`src/rtl/sub4bit_pkg.sv`:
```
`default_nettype none
// ============================================================================
// Module   : sub4bit_pkg
// Purpose  : Shared state encoding and default width for the serial subtractor.
// Revision : 1.0 - initial release
// ============================================================================
package sub4bit_pkg;

    localparam int c_DEFAULT_WIDTH = 4;

    typedef enum logic [1:0] {
        IDLE  = 2'd0,
        SHIFT = 2'd1,
        DONE  = 2'd2
    } state_t;

endpackage : sub4bit_pkg
`default_nettype wire

```
`src/rtl/full_sub00.sv`:
```
`default_nettype none
// ============================================================================
// Module   : full_sub00
// Purpose  : One-bit full subtractor, d = a - b - bin with borrow out.
// Revision : 1.0 - initial release
// ============================================================================
module full_sub00 (
    input  logic a,
    input  logic b,
    input  logic bin,
    output logic d,
    output logic bout
);

    logic w_axb;

    assign w_axb = a ^ b;
    assign d     = w_axb ^ bin;
    assign bout  = (~a & b) | (~w_axb & bin);

endmodule : full_sub00
`default_nettype wire

```
`src/rtl/sub4bit_serial00.sv`:
```
`default_nettype none
// ============================================================================
// Module   : sub4bit_serial00
// Purpose  : Bit-serial LSB-first subtractor, Ai - Bi over WIDTH clock cycles.
// Revision : 1.0 - initial release
// ============================================================================
module sub4bit_serial00
    import sub4bit_pkg::*;
#(
    parameter int WIDTH = c_DEFAULT_WIDTH
) (
    input  logic             clk0,
    input  logic             reset0,
    input  logic [WIDTH-1:0] Ai,
    input  logic [WIDTH-1:0] Bi,
    input  logic             start0,
    output logic [WIDTH-1:0] LED,
    output logic             Bo,
    output logic             busy0,
    output logic             done0
);

    localparam int                 c_CNT_W = (WIDTH > 1) ? $clog2(WIDTH) : 1;
    localparam logic [c_CNT_W-1:0] c_LAST  = c_CNT_W'(WIDTH - 1);

    state_t             r_state;
    state_t             w_state_nxt;
    logic [WIDTH-1:0]   r_a;
    logic [WIDTH-1:0]   r_b;
    logic [WIDTH-1:0]   r_res;
    logic [WIDTH-1:0]   r_led;
    logic               r_bo;
    logic               r_br;
    logic [c_CNT_W-1:0] r_cnt;
    logic               w_last;
    logic               w_d;
    logic               w_bout;
    logic [WIDTH-1:0]   w_res_nxt;

    full_sub00 u_full_sub (
        .a    (r_a[0]),
        .b    (r_b[0]),
        .bin  (r_br),
        .d    (w_d),
        .bout (w_bout)
    );

    assign w_last    = (r_cnt == c_LAST);
    assign w_res_nxt = {w_d, r_res[WIDTH-1:1]};

    always_comb begin
        w_state_nxt = r_state;
        unique case (r_state)
            IDLE:    if (start0) w_state_nxt = SHIFT;
            SHIFT:   if (w_last) w_state_nxt = DONE;
            DONE:    w_state_nxt = IDLE;
            default: w_state_nxt = IDLE;
        endcase
    end

    always_ff @(posedge clk0) begin
        if (reset0) r_state <= IDLE;
        else        r_state <= w_state_nxt;
    end

    // Outputs only move on the final shift edge, so they hold between operations.
    always_ff @(posedge clk0) begin
        if (reset0) begin
            r_a   <= '0;
            r_b   <= '0;
            r_res <= '0;
            r_led <= '0;
            r_bo  <= 1'b0;
            r_br  <= 1'b0;
            r_cnt <= '0;
        end else begin
            unique case (r_state)
                IDLE: begin
                    if (start0) begin
                        r_a   <= Ai;
                        r_b   <= Bi;
                        r_br  <= 1'b0;
                        r_cnt <= '0;
                    end
                end
                SHIFT: begin
                    r_a   <= r_a >> 1;
                    r_b   <= r_b >> 1;
                    r_res <= w_res_nxt;
                    r_br  <= w_bout;
                    r_cnt <= w_last ? '0 : r_cnt + c_CNT_W'(1);
                    if (w_last) begin
                        r_led <= w_res_nxt;
                        r_bo  <= w_bout;
                    end
                end
                default: ;
            endcase
        end
    end

    assign LED   = r_led;
    assign Bo    = r_bo;
    assign busy0 = (r_state != IDLE);
    assign done0 = (r_state == DONE);

endmodule : sub4bit_serial00
`default_nettype wire

```
`config.mk`:
```
export PLATFORM = sky130hd
export DESIGN_NAME = sub4bit_serial00
export DESIGN_NICKNAME = d
export VERILOG_FILES = /design/src/rtl/sub4bit_pkg.sv /design/src/rtl/full_sub00.sv /design/src/rtl/sub4bit_serial00.sv
export SDC_FILE = /design/constraint.sdc
export NUM_CORES = 1
export LEC_CHECK = 0
export CORE_MARGIN = 3
export CORE_UTILIZATION = 53
export CTS_CLUSTER_SIZE = 10
export DETAILED_ROUTE_END_ITERATION = 8
export PLACE_DENSITY = 0.81
export RECOVER_POWER = 50
export SLEW_MARGIN = 20
export SYNTH_ARGS = -nofsm -noshare
export SYNTH_HDL_FRONTEND = slang
export SYNTH_SLANG_ARGS = --single-unit
```
`constraint.sdc`:
```
create_clock -name clk0 -period 1.73 [get_ports clk0]
set_input_delay 0.173 -clock clk0 [delete_from_list [all_inputs] [get_ports clk0]]
set_output_delay 0.173 -clock clk0 [all_outputs]
set_load 0.02 [all_outputs]
```
Yosys cells after proc, flatten, opt, wreduce, memory -nomap -nowiden
Index checks and enable logic that the tools add are counted.
{"block": "word_totals", "ff_bits": 22, "input_bits": 11, "word_cells": 39, "output_inout_bits": 7}
{"block": "op_classes", "eq_ne": 5, "n_reduce_logical": 6, "addsub": 1, "bitwise": 7, "n_mux": 12}
{"op": "$pmux 4 s2", "n": 2}
{"op": "$mux 2", "n": 4}
{"op": "$mux 4", "n": 2}
{"op": "$pmux 2 s2", "n": 2}
{"op": "$reduce_and 2->1", "n": 3}
{"op": "$eq 2x2->1 const B", "n": 2}
{"op": "$ne 2x2->1 const B", "n": 2}
{"op": "$reduce_bool 2->1", "n": 2}
{"op": "$add 2x1->2 const B", "n": 1}
{"op": "$and 1x1->1", "n": 2}
{"op": "$eq 2x1->1 const B", "n": 1}
{"op": "$logic_not 2->1", "n": 1}
{"op": "$not 1->1", "n": 2}
{"op": "$pmux 1 s2", "n": 1}
{"op": "$xor 1x1->1", "n": 2}
{"op": "$mux 1", "n": 1}
{"op": "$or 1x1->1", "n": 1}

Logic depth before layout (Yosys ltp)
{"block": "depth", "depth_word": 5, "depth_mapped": 5, "ltp_nobuf": 4}

Cells and area by module
A second synthesis with hierarchy kept.
{"block": "unflattened", "cells_unflattened": 105, "hier_area_um2": 939.7}
{"module": "sub4bit_serial00", "area_each_um2": 908.4, "seq_area_each_um2": 420.4, "instances": 1, "cells_per_inst": 101}
{"module": "full_sub00", "area_each_um2": 31.3, "seq_area_each_um2": 0.0, "instances": 1, "cells_per_inst": 4}

Least setup slack after synthesis
Ideal clock, no wire load.
{"block": "synth_path", "path_kind": "reg-to-reg", "start": "reg r_b[0]", "end": "reg r_led[3] (netlist: LED[3])", "setup_time_ns": 0.071, "required_time_ns": 1.659, "path_stages_with_launch": 5, "period_less_slack_ns": 1.129, "slack_ns": 0.601, "path_buffers": 0, "arrival_ns": 1.059, "cell_sequence": "dfxtp_1 inv_1 fa_1 nand3_1 a21oi_1"}
{"block": "synth_via", "elab_chain_cells": 2}
{"element": "from (decl)", "line_no": "sub4bit_serial00.sv:29", "text": "logic [WIDTH-1:0] r_b;"}
{"element": "from (signal assigned)", "line_no": "sub4bit_serial00.sv:81", "text": "r_b <= Bi;"}
{"element": "from (signal assigned)", "line_no": "sub4bit_serial00.sv:88", "text": "r_b <= r_b >> 1;"}
{"element": "$xor 1x1->1", "line_no": "full_sub00.sv:17", "text": "assign w_axb = a ^ b;"}
{"element": "$xor 1x1->1", "line_no": "full_sub00.sv:18", "text": "assign d = w_axb ^ bin;"}
{"element": "via u_full_sub.d", "line_no": "full_sub00.sv:11", "text": "output logic d,"}
{"element": "to (signal assigned)", "line_no": "sub4bit_serial00.sv:93", "text": "r_led <= w_res_nxt;"}
{"element": "to (decl)", "line_no": "sub4bit_serial00.sv:31", "text": "logic [WIDTH-1:0] r_led;"}
The timed path passes the listed nets, and every way through them passes these cells.
A chain may end at the register's enable or synchronous reset.

Final worst setup path
{"block": "layout_path", "start": "reg r_state[1]", "end": "out done0"}
{"block": "layout_via", "elab_chain_cells": 1}
{"element": "from (decl)", "line_no": "sub4bit_serial00.sv:26", "text": "state_t r_state;"}
{"element": "from (signal assigned)", "line_no": "sub4bit_serial00.sv:63", "text": "else r_state <= w_state_nxt;"}
{"element": "$eq 2x2->1", "line_no": "sub4bit_serial00.sv:105", "text": "assign done0 = (r_state == DONE);"}
{"element": "to (decl)", "line_no": "sub4bit_serial00.sv:20", "text": "output logic done0"}
Every way passes these cells.

==> impl_table.tex <==
\begin{tabular}{lr}
\hline
Metric & Value \\
\hline
\multicolumn{2}{l}{\textbf{STA}} \\
Hold Vio Cnt, Final & 0 \\
Worst setup skew after layout & 4.65 ps \\
Slew headroom & 72.4\% \\
Max Fclk & 608 MHz \\
Minimum clock period & 1650 ps \\
Final count of negative-setup-slack endpoints & 0 \\
Setup repair after global routing missed its margin & false \\
Slew of the pin with the lowest slew margin & 414 ps \\
Share of the cycle needed by the critical path after routing & 95.1\% \\
Final critical-path setup slack & 84.9 ps \\
Max-slew violations & 0 \\
Setup total negative slack & 0 ps \\
Post-Route Hold Slack & 463 ps \\
\multicolumn{2}{l}{\textbf{Power}} \\
Clock power share & 26.3\% \\
Combinational Power Share & 14.4\% \\
Net switching power & 229 uW \\
Switching share of total power & 25.8\% \\
Internal Power & 658 uW \\
Portion of total power attributed to sequential cells & 59.2\% \\
Power per unit of standard cell area & 799 mW/mm\^{}2 \\
Leakage power of the design & 0.000415 uW \\
Max IR drop VDD & 0.626 mV \\
\multicolumn{2}{l}{\textbf{Finish}} \\
Area occupied by multi-input gates & 405 sq um \\
Final-layout fill cell count & 141 \\
P\&R area growth vs syn & 19.7\% \\
Diode count & 0 \\
Sequential cell area & 423 sq um \\
Number of nets in the layout & 136 \\
Post-layout instance area & 0.00111 sq mm \\
Final std cells w/o fill & 138 \\
Share of final-layout standard cells stronger than drive strength 1 & 13.1\% \\
\multicolumn{2}{l}{\textbf{Placed design}} \\
Number of placed instances with taps included & 134 \\
Routability Congestion & 0.782 \\
Pre-CTS WS & 311 ps \\
Detailed placement HPWL & 1450 um \\
Cell area after placement & 0.00110 sq mm \\
Count of input and output buffers & 17 \\
\multicolumn{2}{l}{\textbf{Global route}} \\
Via count of the first global-routing pass & 722 \\
Residual overflow from global routing & 0 \\
Initial antenna violation count & 0 \\
Global-route wire length before repair & 3110 um \\
Overall Global Routing Usage & 19.3\% \\
Maximum number of pins on one net before global-route repair & 22 \\
\multicolumn{2}{l}{\textbf{Clock tree}} \\
CTS tree & yes \\
Post-CTS Repair Setup Buffers & 0 \\
Clock buffer count from CTS & 3 \\
Cells resized by post-CTS repair & 2 \\
Clk sinks & 21 \\
Number of hold buffers added after cts & 0 \\
Clock latency at the later pin of the worst-skew pair & 300 ps \\
Reg clk slew, reported paths & 120 ps \\
CTS H-tree lvls & 1 \\
CTS Buffer Depth & 2 \\
CTS Root Buffer Type & sky130\_fd\_sc\_hd\_\_clkbuf\_4 \\
\multicolumn{2}{l}{\textbf{Route}} \\
DRT Pass-1 Iters & 4 \\
Vias after detailed routing & 767 \\
First DRT Iteration DRCs & 26 \\
Detailed-route wire length & 1940 um \\
Number of antenna-violating nets in the routed design & 0 \\
WL per Instance & 14.1 um \\
DRC violations left & 0 \\
Via density per instance & 5.56 \\
\multicolumn{2}{l}{\textbf{Setup path}} \\
Sort of element at the start of the critical path & flip-flop \\
Critical-path cell with the highest stage delay & sky130\_fd\_sc\_hd\_\_clkdlybuf4s50\_1 \\
Data required time at the worst endpoint & 1560 ps \\
Arrival time at the worst endpoint & 1470 ps \\
Ordered list of cells on the worst path & nor2b\_1, clkdlybuf4s50\_1 \\
Worst-path maximum fanout & 6 \\
Kind of critical path & reg -> out \\
Crit-path max cell delay & 610 ps \\
Crit path capture type & output port \\
\multicolumn{2}{l}{\textbf{Synth}} \\
FFs w/ async S/R, synth & 0\% \\
Top cells by instance count after synthesis & sky130\_fd\_sc\_hd\_\_dfxtp\_1 (21), sky130\_fd\_sc\_hd\_\_a21oi\_1 (14), sky130\_fd\_sc\_hd\_\_nand2\_1 (11), sky130\_fd\_sc\_hd\_\_nor2\_1 (11), sky130\_fd\_sc\_hd\_\_inv\_1 (10) \\
Number of flops mapped to enable cells by yosys & 0 \\
Number of nets produced by synthesis & 116 \\
Yosys reg bits & 21 \\
Synthesized instance count & 103 \\
Proportion of synthesized chip area in sequential cells & 45.3\% \\
Most frequent cell after synthesis & sky130\_fd\_sc\_hd\_\_dfxtp\_1 \\
Most instantiated flip-flop cell in the synthesis netlist & sky130\_fd\_sc\_hd\_\_dfxtp\_1 \\
Proportion of netlist area held by the largest area contributor & 45.3\% \\
Post-synthesis area per instance & 9.00 sq um \\
Top cells by area in the synthesized netlist & sky130\_fd\_sc\_hd\_\_dfxtp\_1 (45\%), sky130\_fd\_sc\_hd\_\_a21oi\_1 (7.6\%), sky130\_fd\_sc\_hd\_\_o221a\_2 (6.1\%), sky130\_fd\_sc\_hd\_\_nand2\_1 (4.5\%), sky130\_fd\_sc\_hd\_\_nor2\_1 (4.5\%) \\
YS warnings & 0 \\
Cell Area, Synth & 927 sq um \\
Netlist cell types & 27 \\
Leading area contributor after synthesis & sky130\_fd\_sc\_hd\_\_dfxtp\_1 \\
\multicolumn{2}{l}{\textbf{Floorplan}} \\
Total die area & 0.00229 sq mm \\
Number of primary I/O pins & 18 \\
Die height & 47.8 um \\
Core region area & 0.00158 sq mm \\
Row count & 14 \\
Die width & 47.8 um \\
Effective utilization at floorplan & 58.8\% \\
\multicolumn{2}{l}{\textbf{Status}} \\
Run status & finished clean \\
\multicolumn{2}{l}{\textbf{Flow run}} \\
Max-capacitance violation count & 0 \\
\multicolumn{2}{l}{\textbf{Min path}} \\
Path class of the lowest-slack min-delay path & reg -> reg \\
\hline
\end{tabular}
## power groups by stage
stage	clock, uW	sequential [uW]	combinational, uW
2_1_floorplan	0	527	91.9
3_3_place_gp	0	535	127
3_5_place_dp	0	536	132
4_1_cts	242	526	133
5_1_grt	258	529	140
6_report	234	525	128
## final timing paths
path | startpoint | end | slack [ps] | cells after the start
hold reg to reg | LED[3] | LED[3] | 460 | 2
hold / removal | LED[3] | LED[3] | 460 | 2
setup reg to reg | r_state[1] | LED[1] | 280 | 5
setup / recovery | r_state[1] | done0 | 80 | 2
## routing by layer
layer  global-route usage (%)  part of all wire, %
met1                     25.1                   46
met3                     3.38                  4.0
met2                     33.0                   49
met4                     4.84                 0.31
met5                        0                    0
## cell usage in the layout (no fill, tap or decap)
cell type	count
sky130_fd_sc_hd__nor2_1	11
sky130_fd_sc_hd__o221a_2	5
sky130_fd_sc_hd__buf_4	2
sky130_fd_sc_hd__a311oi_1	1
sky130_fd_sc_hd__clkbuf_4	3
sky130_fd_sc_hd__a22oi_1	4
sky130_fd_sc_hd__nor2_2	1
sky130_fd_sc_hd__clkbuf_1	3
sky130_fd_sc_hd__inv_1	10
sky130_fd_sc_hd__nor3b_1	1
sky130_fd_sc_hd__nand3b_1	1
sky130_fd_sc_hd__mux2i_1	1
sky130_fd_sc_hd__o21a_1	1
sky130_fd_sc_hd__clkinv_2	1
sky130_fd_sc_hd__nor2_4	1
sky130_fd_sc_hd__nand2b_1	1
sky130_fd_sc_hd__a21oi_1	14
sky130_fd_sc_hd__nor2b_1	2
sky130_fd_sc_hd__nor3_1	1
sky130_fd_sc_hd__a2bb2oi_1	1
sky130_fd_sc_hd__a221oi_2	1
sky130_fd_sc_hd__nand2_1	11
sky130_fd_sc_hd__fa_1	1
sky130_fd_sc_hd__o21bai_1	1
sky130_fd_sc_hd__ha_1	1
sky130_fd_sc_hd__nand3_1	4
sky130_fd_sc_hd__dfxtp_1	19
sky130_fd_sc_hd__dfxtp_2	2
sky130_fd_sc_hd__clkdlybuf4s50_1	17
## stage by stage
stage	utilization (%)	total power, uW
3_3_place_gp	69.8	662
2_1_floorplan	-	619
4_1_cts	71.7	900
6_report	70.4	887
5_1_grt	70.4	927
3_5_place_dp	69.8	669
## flip-flops by register name, indices dropped and copies added, names as in the netlist
register,cells
r_state,2
r_cnt,2
r_b,4
LED,4
r_br,1
r_a,4
Bo,1
r_res,3
## logic make-up (layout without fill, tap and decap cells)
group / Yosys count / in the layout / synth area share (%)
buffers and inverters: 17 / 36 / 9.85
DFF: 21 / 21 / 45.3
and+or+nand+nor: 34 / 34 / 17.1
AOI/OAI and AO/OA: 28 / 28 / 23.1
adders and majority gates: 2 / 2 / 3.51
muxes: 1 / 1 / 1.08
## final cells by class
type                    count  share of cell area, %
well taps                  16                   1.80
multi-input cells          65                   36.5
flip-flops and latches     21                   38.1
repair buffers             22                   17.7
inverters                  10                   3.38
clock buffers               3                   2.03
clock inverters             1                  0.451
## critical path, delay by kind of cell, from the launching register on
kind	cells	cell delay, ps
and+or+nand+nor	1	150
buffers and inverters	1	610
DFF	1	420
(Power assumes the default switching activity.)
